File: config.mk
export PLATFORM = sky130hd
export DESIGN_NAME = mem_bank_ctl
export DESIGN_NICKNAME = d
export VERILOG_FILES = /design/src/rtl/mem_bank_pkg.sv /design/src/rtl/mem_bank_array.sv /design/src/rtl/mem_bank_ctl.sv
export SDC_FILE = /design/constraint.sdc
export NUM_CORES = 1
export LEC_CHECK = 0
export ABC_AREA = 0
export BUFFER_PORTS_ARGS = -buffer_cell sky130_fd_sc_hd__buf_2
export CORE_MARGIN = 2
export CORE_UTILIZATION = 60
export DETAILED_ROUTE_END_ITERATION = 6
export PLACE_DENSITY = 0.81
export SLEW_MARGIN = 0
export SYNTH_ARGS = -nofsm -noshare
export SYNTH_HDL_FRONTEND = slang
export SYNTH_SLANG_ARGS = --single-unit
export TNS_END_PERCENT = 30
File: constraint.sdc
create_clock -name clk -period 4 [get_ports clk]
set_input_delay 0.4 -clock clk [delete_from_list [all_inputs] [get_ports clk]]
set_output_delay 0.4 -clock clk [all_outputs]
set_load 0.01 [all_outputs]
File: src/rtl/mem_bank_pkg.sv
// mem_bank_pkg: access-mode encoding shared by the memory bank files
package mem_bank_pkg;
  typedef logic [1:0] mode_t;
  localparam mode_t MODE_RAM    = 2'b00;
  localparam mode_t MODE_FIFO   = 2'b01;
  localparam mode_t MODE_STREAM = 2'b10;
  localparam mode_t MODE_RSVD   = 2'b11;
endpackage

File: src/rtl/mem_bank_array.sv
// mem_bank_array: DEPTH x DATA_W storage, one write port, one synchronous read-first read port, no reset
module mem_bank_array #(
  parameter int DATA_W = 8,
  parameter int DEPTH  = 16,
  parameter int ADDR_W = $clog2(DEPTH)
) (
  input  logic              clk,
  input  logic              we,
  input  logic [ADDR_W-1:0] wa,
  input  logic [DATA_W-1:0] wd,
  input  logic              re,
  input  logic [ADDR_W-1:0] ra,
  output logic [DATA_W-1:0] q
);
  logic [DATA_W-1:0] mem [DEPTH];
  always_ff @(posedge clk) begin
    if (we) mem[wa] <= wd;
    if (re) q <= mem[ra];
  end
endmodule

File: src/rtl/mem_bank_ctl.sv
// mem_bank_ctl: RAM/FIFO/STREAM memory bank; mode register, pointers, FIFO count/flags, sticky errors, 1-cycle read with rvalid
module mem_bank_ctl
  import mem_bank_pkg::*;
#(
  parameter int DATA_W = 8,
  parameter int DEPTH  = 16,
  parameter int ADDR_W = $clog2(DEPTH)
) (
  input  logic              clk,
  input  logic              rst_n,
  input  logic [1:0]        mode,
  input  logic [ADDR_W-1:0] addr,
  input  logic              ptr_ld,
  input  logic              wr_en,
  input  logic [DATA_W-1:0] wdata,
  input  logic              rd_en,
  output logic [DATA_W-1:0] rdata,
  output logic              rvalid,
  output logic              full,
  output logic              empty,
  output logic [ADDR_W:0]   count,
  output logic              err_ovf,
  output logic              err_udf,
  input  logic              clr_err
);
  localparam logic [ADDR_W:0] FULL_CNT = (ADDR_W+1)'(DEPTH);
  mode_t             mode_q;
  logic [ADDR_W-1:0] wptr, rptr, sptr, wp, rp, sp, wptr_n, rptr_n, sptr_n, wa, ra;
  logic [ADDR_W:0]   count_q, ce, count_n;
  logic              chg, is_ram, is_fifo, is_str, f_full, f_empty;
  logic              push, pop, ovf, udf, we, re, rd_clr;
  logic [DATA_W-1:0] q;
  always_comb begin
    chg     = mode != mode_q;
    is_ram  = mode == MODE_RAM;
    is_fifo = mode == MODE_FIFO;
    is_str  = mode == MODE_STREAM;
    wp      = chg ? '0 : wptr;
    rp      = chg ? '0 : rptr;
    ce      = chg ? '0 : count_q;
    sp      = ptr_ld ? addr : (chg ? '0 : sptr);
    f_full  = ce == FULL_CNT;
    f_empty = ce == '0;
    push    = is_fifo && wr_en && (!f_full || rd_en);
    pop     = is_fifo && rd_en && !f_empty;
    ovf     = is_fifo && wr_en && f_full && !rd_en;
    udf     = is_fifo && rd_en && f_empty;
    we      = rst_n && ((is_ram && wr_en) || push || (is_str && wr_en));
    re      = rst_n && ((is_ram && rd_en) || pop || (is_str && rd_en));
    wa      = is_fifo ? wp : (is_str ? sp : addr);
    ra      = is_fifo ? rp : (is_str ? sp : addr);
    wptr_n  = wp + ADDR_W'(push);
    rptr_n  = rp + ADDR_W'(pop);
    count_n = ce + (ADDR_W+1)'(push) - (ADDR_W+1)'(pop);
    sptr_n  = is_str ? sp + ADDR_W'(wr_en || rd_en) : (chg ? '0 : sptr);
  end
  always_ff @(posedge clk) begin
    mode_q <= mode;
    if (!rst_n) begin
      wptr    <= '0;
      rptr    <= '0;
      sptr    <= '0;
      count_q <= '0;
      err_ovf <= 1'b0;
      err_udf <= 1'b0;
      rvalid  <= 1'b0;
      rd_clr  <= 1'b1;
    end else begin
      wptr    <= wptr_n;
      rptr    <= rptr_n;
      sptr    <= sptr_n;
      count_q <= count_n;
      err_ovf <= ovf || (err_ovf && !clr_err);
      err_udf <= udf || (err_udf && !clr_err);
      rvalid  <= re;
      if (re) rd_clr <= 1'b0;
    end
  end
  mem_bank_array #(.DATA_W(DATA_W), .DEPTH(DEPTH), .ADDR_W(ADDR_W)) u_array (
    .clk(clk), .we(we), .wa(wa), .wd(wdata), .re(re), .ra(ra), .q(q)
  );
  assign rdata = rd_clr ? '0 : q;
  assign count = count_q;
  assign full  = count_q == FULL_CNT;
  assign empty = count_q == '0;
endmodule

==> Yosys cells after proc, flatten, opt, wreduce, memory -nomap -nowiden <==
Memories as Yosys holds them, arrays and structs flattened. A register that Yosys moved wholly into a read port is not among the register bits.
Cells that the tools add are included.
{ "classes": {"n_reduce_logical": 30, "n_eq_ne": 5, "add_sub_neg": 5, "mux": 12} }
{ "ops": {"columns": ["op", "n"], "rows": [
  ["2-to-1 mux 4 bit", 8],
  ["logical AND 1 bit", 15],
  ["adder 4 x 1 -> 4 bit", 3],
  ["== test 5 bit, second input constant", 2],
  ["logical NOT 5 bit", 2],
  ["logical OR 1 bit", 8],
  ["2-to-1 mux 8 bit", 1],
  ["adder 5 x 1 -> 5 bit", 1],
  ["2-to-1 mux 5 bit", 1],
  ["subtractor 5 x 1 -> 5 bit", 1],
  ["logical NOT 1 bit", 4],
  ["== test 2 x 1 -> 1 bit, second input constant", 1],
  ["== test 2 bit, second input constant", 1],
  ["logical NOT 2 bit", 1],
  ["2-to-1 mux 1 bit", 2],
  ["inequality test 2 bit", 1]
]} }
{ "totals": {"ramBits": 128, "n_memories": 1, "reg_bits": 23, "word_cells": 62} }
{ "memory_table": {"columns": ["name", "depth", "width", "read_ports", "rd_ports_with_merged_regs", "wr", "line", "text"], "rows": [
  ["u_array.mem", 16, 8, 1, 1, 1, "mem_bank_array.sv:15", "logic [DATA_W-1:0] mem [DEPTH];"]
]} }

==> Logic depth before layout (Yosys ltp) <==
Gate-level depths: netlist of the first run.
{ "logic_depth": {"ltp_word": 11, "depth_mapped": 20, "mapped_depth_nobuf": 17} }

==> Hierarchy <==
From an unflattened synthesis of the first run, not the netlist that was laid out.
{ "hier_totals": {"cells_unflattened": 424, "hier_area_um2": 6872.8} }
{ "modules_own_cells": {"columns": ["mod", "area_each_um2", "cells_each", "n_inst"], "rows": [
  ["mem_bank_array", 5227.5, 229, 1],
  ["mem_bank_ctl", 1645.3, 195, 1]
]} }

==> Worst setup path after synthesis of the first run <==
Ideal clock, no wire load.
{ "synth_path": {"kind": "input port to flip-flop", "startpoint": "input mode[1]", "endpoint": "register count_q[4], in the netlist count[4]", "cell_stages": 19, "slack_ps": 601, "n_path_buf": 3, "t_required_ps": 3885, "setup_ps": 115, "arrival_ps": 3284, "path_cell_list": "buf_2 -> xnor2_1 -> and2_1 -> buf_2 -> clkbuf_1 -> nand2_1 -> ha_1 -> o21ai_0 -> nand4_1 -> nand2_1 -> ha_1 -> inv_1 -> fa_1 -> inv_1 -> a21oi_1 -> nor2_1 -> nor2_1 -> xnor2_1 -> and2_1"} }
{ "synth_between": {"elab_chain_len": 8} }
{ "synth_rtl": {"columns": ["element", "line", "text"], "rows": [
  ["start, declared", "mem_bank_ctl.sv:11", "input logic [1:0] mode,"],
  ["inequality test 2 bit", "mem_bank_ctl.sv:34", "chg = mode != mode_q;"],
  ["2-to-1 mux 5 bit", "mem_bank_ctl.sv:40", "ce = chg ? '0 : count_q;"],
  ["== test 5 bit", "mem_bank_ctl.sv:42", "f_full = ce == FULL_CNT;"],
  ["logical NOT 1 bit", "mem_bank_ctl.sv:44", "push = is_fifo && wr_en && (!f_full || rd_en);"],
  ["logical OR 1 bit", "mem_bank_ctl.sv:44", null],
  ["logical AND 1 bit", "mem_bank_ctl.sv:44", null],
  ["adder 5 x 1 -> 5 bit", "mem_bank_ctl.sv:54", "count_n = ce + (ADDR_W+1)'(push) - (ADDR_W+1)'(pop);"],
  ["subtractor 5 x 1 -> 5 bit (*)", "mem_bank_ctl.sv:54", null],
  ["end signal, assigned", "mem_bank_ctl.sv:72", "count_q <= count_n;"],
  ["end, declared", "mem_bank_ctl.sv:29", "logic [ADDR_W:0] count_q, ce, count_n;"]
]} }
Mark *: on every way between the ends. The rest lies on a longest branch, timed or not.
A chain may end at the register's enable or synchronous reset.

==> Worst setup path in the final report of the first run <==
{ "layout_path": {"startpoint": "register mode_q[0]", "endpoint": "memory u_array.mem[8][3] (enable)"} }
{ "layout_between": {"elab_chain_len": 11} }
{ "layout_rtl": {"columns": ["element", "line", "text"], "rows": [
  ["start, declared", "mem_bank_ctl.sv:27", "mode_t mode_q;"],
  ["start signal, assigned", "mem_bank_ctl.sv:58", "mode_q <= mode;"],
  ["inequality test 2 bit (*)", "mem_bank_ctl.sv:34", null],
  ["2-to-1 mux 5 bit", "mem_bank_ctl.sv:40", null],
  ["== test 5 bit", "mem_bank_ctl.sv:42", null],
  ["logical NOT 1 bit", "mem_bank_ctl.sv:44", null],
  ["logical OR 1 bit", "mem_bank_ctl.sv:44", null],
  ["logical AND 1 bit", "mem_bank_ctl.sv:44", null],
  ["logical OR 1 bit (2 in a row)", "mem_bank_ctl.sv:48", "we = rst_n && ((is_ram && wr_en) || push || (is_str && wr_en));"],
  ["logical AND 1 bit", "mem_bank_ctl.sv:48", null],
  ["2-to-1 mux 1 bit", "mem_bank_array.sv:17", "if (we) mem[wa] <= wd;"],
  ["2-to-1 mux 1 bit (implied by the code)", "mem_bank_array.sv:17", null],
  ["end, declared", "mem_bank_array.sv:15", null]
]} }
Marked as above.

==> impl_metrics.tcl, run 1 <==
set metrics [dict create \
    power.internal_mw 2.95 \
    dpl.hpwl_um 11200 \
    critical_path_arrival_ns 3.42 \
    finalCriticalPeriod_ns 3.36 \
    start_util_pct 60.9 \
    drcViolationCount 0 \
    fin_cells 779 \
    die_h_um 114 \
    fmax_mhz 297 \
    antenna_found_initial 0 \
    grt_pass1_wl_um 27600 \
    critPathKind "reg -> reg" \
    synth_flop_cell "edfxtp_1" \
    fp.dieW_um 114 \
    yosys.area.top_type "edfxtp_1" \
    design.portCount 38 \
    ir_drop_uv 322 \
    cap_violations 0 \
    required_ns 4.06 \
    rows 40 \
    synth_fa_ha_area_share_pct 2.17 \
    synthArstFlopShare_pct 0 \
    rsz0062_at_grt "no" \
    cpMostUsedCell "nand2_1" \
    synth_seq_area_share_pct 62.6 \
    grt_pass1_vias 4919 \
    htreeDepth 4 \
    setup_tns_ns 0 \
    grt_overflow 0 \
    ys_types 56 \
    hold_buffers 0 \
    cts_buffers 17 \
    dieArea_mm2 0.0130 \
    synthMuxAreaShare_pct 0.155 \
    multi_input_area_mm2 0.00245 \
    p_leak_nw 2.89 \
    synth_top_area_share_pct 56.3 \
    layout.nets 651 \
    register_area_mm2 0.00454 \
    coreArea_mm2 0.0119 \
    synth-edff-count 136 \
    finalMaxSlewViolations 0 \
    grt_use_total_pct 28.5 \
    path_cells "xnor2_1 > and2_1 > nand2_1 > ha_1 > a41oi_1 > o211ai_1 > nor4b_2 > nand2_1 > nor2_1" \
    cp-start-kind "flop" \
    ys_warn_count 0 \
    wl_um 17400 \
    synthCells 594 \
    path_max_fanout 9 \
    firstDrtPassIters 5 \
    hp-class "in -> reg" \
    cts-root-buf "clkbuf_16" \
    syn_nets 626 \
    power_frac_comb_pct 8.4 \
    p_sw_share_pct 24.4 \
    clkTransAtPathRegs_ns 0.06 \
    setup_viol_count_final 0 \
    outcome "finished, final reports clean" \
    syn_area_mm2 0.00726 \
    placement.io_buffers 37 \
    synth_top_family_by_area "compound AO/OA/AOI/OAI gates" \
    max_stage_delay_ns 0.58 \
    synth_area_leaders "edfxtp_1 (56%), dfxtp_1 (6.3%), nand2_1 (2.2%)" \
    cts_tree "done" \
    drive_above_1_share_pct 14.1 \
    slew_headroom_pct 31.9 \
    synth_simple_gate_area_share_pct 13.5 \
    tightest_slew_ns 1.02 \
    vias 5288 \
    wl_per_cell_um 22.3 \
    synth-xor-area-share_pct 1.33 \
    hold_viol 0 \
    clockBufferDepth 2 \
    gp_congestion 0.906 \
    diodes 0 \
    ctsResizeCount 0 \
    grt_max_degree 35 \
    areaGrowthSynthToFinish_pct 12.5 \
    post_cts.repair.setup_buffers 0 \
    p_seq_share_pct 47.0 \
    synth_compound_area_share_pct 16.6 \
    end_kind "flop" \
    syn_area_per_cell_um2 12.2 \
    vias_per_cell 6.79 \
    clkPwrFrac_pct 44.6 \
    clk_latency_ns 0.43 \
    layout_common_cells "edfxtp_1 (136), nand2_1 (42), buf_2 (37)" \
    final.period_utilization_pct 84.0 \
    final_common_cell "edfxtp_1" \
    drt_first_iter_violations 835 \
    dp.cells 747 \
    drtAntennaViolNets 0 \
    cts_sinks 159 \
    skew_ns 0.00725 \
    crit_path_top_delay_cell "nor2_1" \
    ys_seq_elements 159 \
    p_switching_mw 0.954 \
    nFillCells 824 \
    power_density_mw_per_mm2 478 \
]
[flip-flops by register name, indices dropped and copies added, names as in the netlist]
signal and cells:
err_udf 1, u_array.mem 128, err_ovf 1, rptr 4, rvalid 1, count 5
sptr 4, u_array.q 8, rd_clr 1, wptr 4, mode_q 2
[final cells by class]
cell class,count,share of cell area (%)
Timing Repair Buffer,51,3.55
Clock buffer,17,5.21
Tap cell,147,2.25
Multi-Input combinational cell,377,30.0
Clock inverter,15,2.71
Inverter,13,0.597
Sequential cell,159,55.6
[cell families (layout without fill, tap and decap cells)]
kind of cell,Yosys count,in the layout
and+or+nand+nor,181,181
AOI/OAI and AO/OA,172,172
DFF,159,159
buffers and inverters,58,96
adders and majority gates,12,12
xor gates and xnor gates,11,11
muxes,1,1
[Yosys cell counts, drive strengths merged, types with 9 or more instances]
cell / n
a31oi: 21
a311oi: 16
o31ai: 16
a211oi: 9
dfxtp: 23
and3: 10
nor4: 16
o21ai: 21
edfxtp: 136
nor2b: 13
nand2: 42
and2: 20
inv: 13
buf: 16
nand3: 13
nand4: 21
nor2: 28
ha: 11
a21oi: 27
clkbuf: 29
a211o: 9
[critical path, delay by kind of cell (launching register included)]
kind,cells,cell delay [ns]
xor gates and xnor gates,1,0.50
adders and majority gates,1,0.25
AOI/OAI and AO/OA,2,0.33
DFF,1,0.37
and+or+nand+nor,5,1.54
[power groups by stage]
| stage | Clock [mW] | Combinational, mW | Sequential (mW) |
|---|---|---|---|
| 6_report | 1.74 | 0.328 | 1.84 |
| 5_1_grt | 1.83 | 0.355 | 1.84 |
| 4_1_cts | 1.75 | 0.321 | 1.84 |
| 3_5_place_dp | 0 | 0.316 | 1.87 |
| 3_3_place_gp | 0 | 0.306 | 1.87 |
| 2_1_floorplan | 0 | 0.203 | 1.87 |
[path summary, 6_finish.rpt]
kind / startpoint / endpoint / slack (ns) / cells past startpoint
worst max-delay path: mode_q[0] / u_array.mem[8][3] / 0.64 / 9
worst min-delay path: mode[1] / mode_q[1] / 0.23 / 1
worst max register to register: mode_q[0] / u_array.mem[8][3] / 0.64 / 9
worst min register to register: sptr[1] / sptr[1] / 0.48 / 2
[per-layer routing]
metal,GRT usage (%),share of wire [%],up-vias
met5,0,0,-
met4,12.5,3.8,0
met3,6.75,11,57
met2,42.3,46,382
met1,40.3,40,2472
li1,-,-,2377
[stage by stage]
stage / util, % / cell area (um^2) / hold WS (ns) / power, mW / setup WS, ns
floorplan: - / 7260 / 0.428 / 2.07 / 0.601
finish: 68.6 / 8170 / 0.231 / 3.90 / 0.638
detailed placement: 63.1 / 7520 / 0.479 / 2.19 / 0.424
global route: 68.6 / 8170 / 0.233 / 4.02 / 0.306
global placement: 63.1 / 7520 / 0.464 / 2.18 / 0.637
CTS: 68.6 / 8170 / 0.217 / 3.91 / 0.661
No activity file was read; power rests on OpenSTA's default activity.
==> run 2: changes to the inputs <==
ABC_AREA = 1   (was 0)
CORE_UTILIZATION = 55   (was 60)
PLACE_DENSITY = 0.79   (was 0.81)
clock period = 3 ns   (was 4 ns; I/O delays follow)
==> impl_metrics.tcl, run 2 <==
set metrics [dict create \
    wl_per_cell_um 17.3 \
    synth_seq_area_share_pct 59.2 \
    grt_use_total_pct 25.6 \
    largest_reg_flops 128 \
    rr_startpoint "mode_q[0]" \
    setup_viol_count_final 0 \
    power_density_mw_per_mm2 605 \
    dieArea_mm2 0.0149 \
    clk_latency_ns 0.43 \
    grtUsageMet1_pct 34.5 \
    p_seq_share_pct 45.1 \
    final.period_utilization_pct 94.6 \
    p_switching_mw 1.26 \
    firstDrtPassIters 7 \
    setup_tns_ns 0 \
    fin_cells 1062 \
    hold_start "clr_err" \
    coreArea_mm2 0.0138 \
    grt_max_degree 65 \
    fin_ws_ns 0.161 \
    tightest_slew_ns 0.729 \
    layout_common_cells "inv_1 (177), edfxtp_1 (136), nand3_1 (119)" \
    placement.io_buffers 37 \
    final_common_cell "inv_1" \
    hold_buffers 0 \
    hold_depth 4 \
    cap_violations 0 \
    synthArstFlopShare_pct 0 \
    r2r_setup_slack_ns 0.16 \
    whs_ns 0.136 \
    dpl.hpwl_um 11200 \
    rows 43 \
    critPathKind "reg -> reg" \
    pre_cts_slack_ns -0.0575 \
    required_ns 3.31 \
    cts_sinks 159 \
    drcViolationCount 0 \
    ys_warn_count 0 \
    yosys.area.top_type "edfxtp_1" \
    power_mw 5.42 \
    syn_area_per_cell_um2 9.52 \
    layout.nets 901 \
    grt_pass1_vias 5475 \
    diodes 0 \
    gp_congestion 0.894 \
    fin_area_mm2 0.00896 \
    clockBufferDepth 2 \
    grt_overflow 0 \
    syn_area_mm2 0.00767 \
    wl_um 18400 \
    critical_path_arrival_ns 3.15 \
    regToRegEndpoint "count[4]" \
    vias_per_cell 5.59 \
    clkTransAtPathRegs_ns 0.06 \
    cp-start-kind "flop" \
    syn_nets 838 \
    synth_area_leaders "edfxtp_1 (53%), inv_1 (8.7%), nand3_1 (7.9%)" \
    design.portCount 38 \
    synth.top_cells.by_count "inv_1 (178), edfxtp_1 (136), nand3_1 (121)" \
    fp.dieW_um 122 \
    drtAntennaViolNets 0 \
    synthCells 806 \
    path_max_fanout 4 \
    ys_types 37 \
    grt_use_met2_pct 40.6 \
    outcome "finished, final reports clean" \
    ys_seq_elements 159 \
    synth-edff-count 136 \
    ir_drop_uv 413 \
    grt_pass1_wl_um 28200 \
    die_h_um 122 \
    drt_first_iter_violations 752 \
    cts-root-buf "clkbuf_16" \
    synth.most_common_cell "inv_1" \
    top_usage_layer "met2" \
    fin_util_pct 65.1 \
    dp.cells 1025 \
    placed_area_mm2 0.00823 \
    fmax_mhz 352 \
    cts_buffers 17 \
    vias 5937 \
    clkPwrFrac_pct 44.8 \
    p_leak_nw 4.03 \
    hp-class "in -> reg" \
    power.internal_mw 4.16 \
    antenna_found_initial 0 \
    end_kind "flop" \
    hold_viol 0 \
    ff2ff_path_depth 21 \
    cts_tree "done" \
    synth_top_area_share_pct 53.2 \
    finalMaxSlewViolations 0 \
    synth_flop_cell "edfxtp_1" \
    regMostFlops "u_array.mem" \
    p_sw_share_pct 23.2 \
    drive_above_1_share_pct 17.3 \
    start_util_pct 55.7 \
    slew_headroom_pct 51.4 \
    finalCriticalPeriod_ns 2.84 \
    worstHoldEndpoint "err_udf" \
    gr-usage-met3_pct 5.24 \
    skew_ns 0.00957 \
    power_frac_comb_pct 10.1 \
    htreeDepth 4 \
    areaGrowthSynthToFinish_pct 16.7 \
]
## run 2: per-layer routing
layer | part of all wire [%] | vias up
met2 | 48 | 325
met4 | 2.2 | 0
met3 | 8.6 | 42
met5 | 0 | -
met1 | 41 | 2774
li1 | - | 2796
## run 2: kinds of logic after synthesis
group,synth area share [%]
simple gates,23.6
fa+ha+maj,2.05
flops,59.2
compound gates,2.67
xor+xnor,0.554
buf+inv,11.9
## run 2: worst max path at each step
stage               startpoint  endpoint  slack (ns)  cells past startpoint
floorplan              mode[0]  count[4]        0.12                     22
global placement       mode[0]  count[4]        0.07                     22
detailed placement     mode[0]  count[4]       -0.06                     22
CTS                  mode_q[0]  count[4]        0.06                     21
global route         mode_q[0]  count[4]       -0.11                     21
finish               mode_q[0]  count[4]        0.16                     21
## run 2: cell type report
cell class	count	area [um^2]
multi-input cells	422	2260
repair buffers	83	568
well taps	180	225
fillers	1059	4810
flip-flops and latches	159	4540
clock inverters	15	239
clock buffers	17	425
inverters	186	701
## run 2: timing repair
action	4_1_cts	5_1_grt
endpoints found under the setup margin	0	1
gates resized for setup	0	11
buffers inserted	0	5
## run 2: power by group through the flow
stage          registers (mW)  logic (mW)  clock network, mW
4_1_cts                  2.45       0.529               2.44
2_1_floorplan            2.49       0.338                  0
5_1_grt                  2.45       0.593               2.52
3_5_place_dp             2.49       0.522                  0
6_report                 2.45       0.547               2.43
3_3_place_gp             2.49       0.512                  0
## run 2: critical path, stage by stage, from the launching register on
cell and delay, ns:
dfxtp_1 0.32, xnor2_2 0.22, nand2_4 0.10, nor2_4 0.10, inv_1 0.08, ha_1 0.20, o21ai_1 0.09, inv_2 0.07
nand2_1 0.07, nand3_2 0.08, nor2_2 0.15, inv_1 0.07, nand2_1 0.07, ha_2 0.18, inv_1 0.05, fa_1 0.35
inv_1 0.07, nand2_1 0.08, a21oi_2 0.13, nor2_1 0.06, o21ai_1 0.11, a21oi_1 0.05
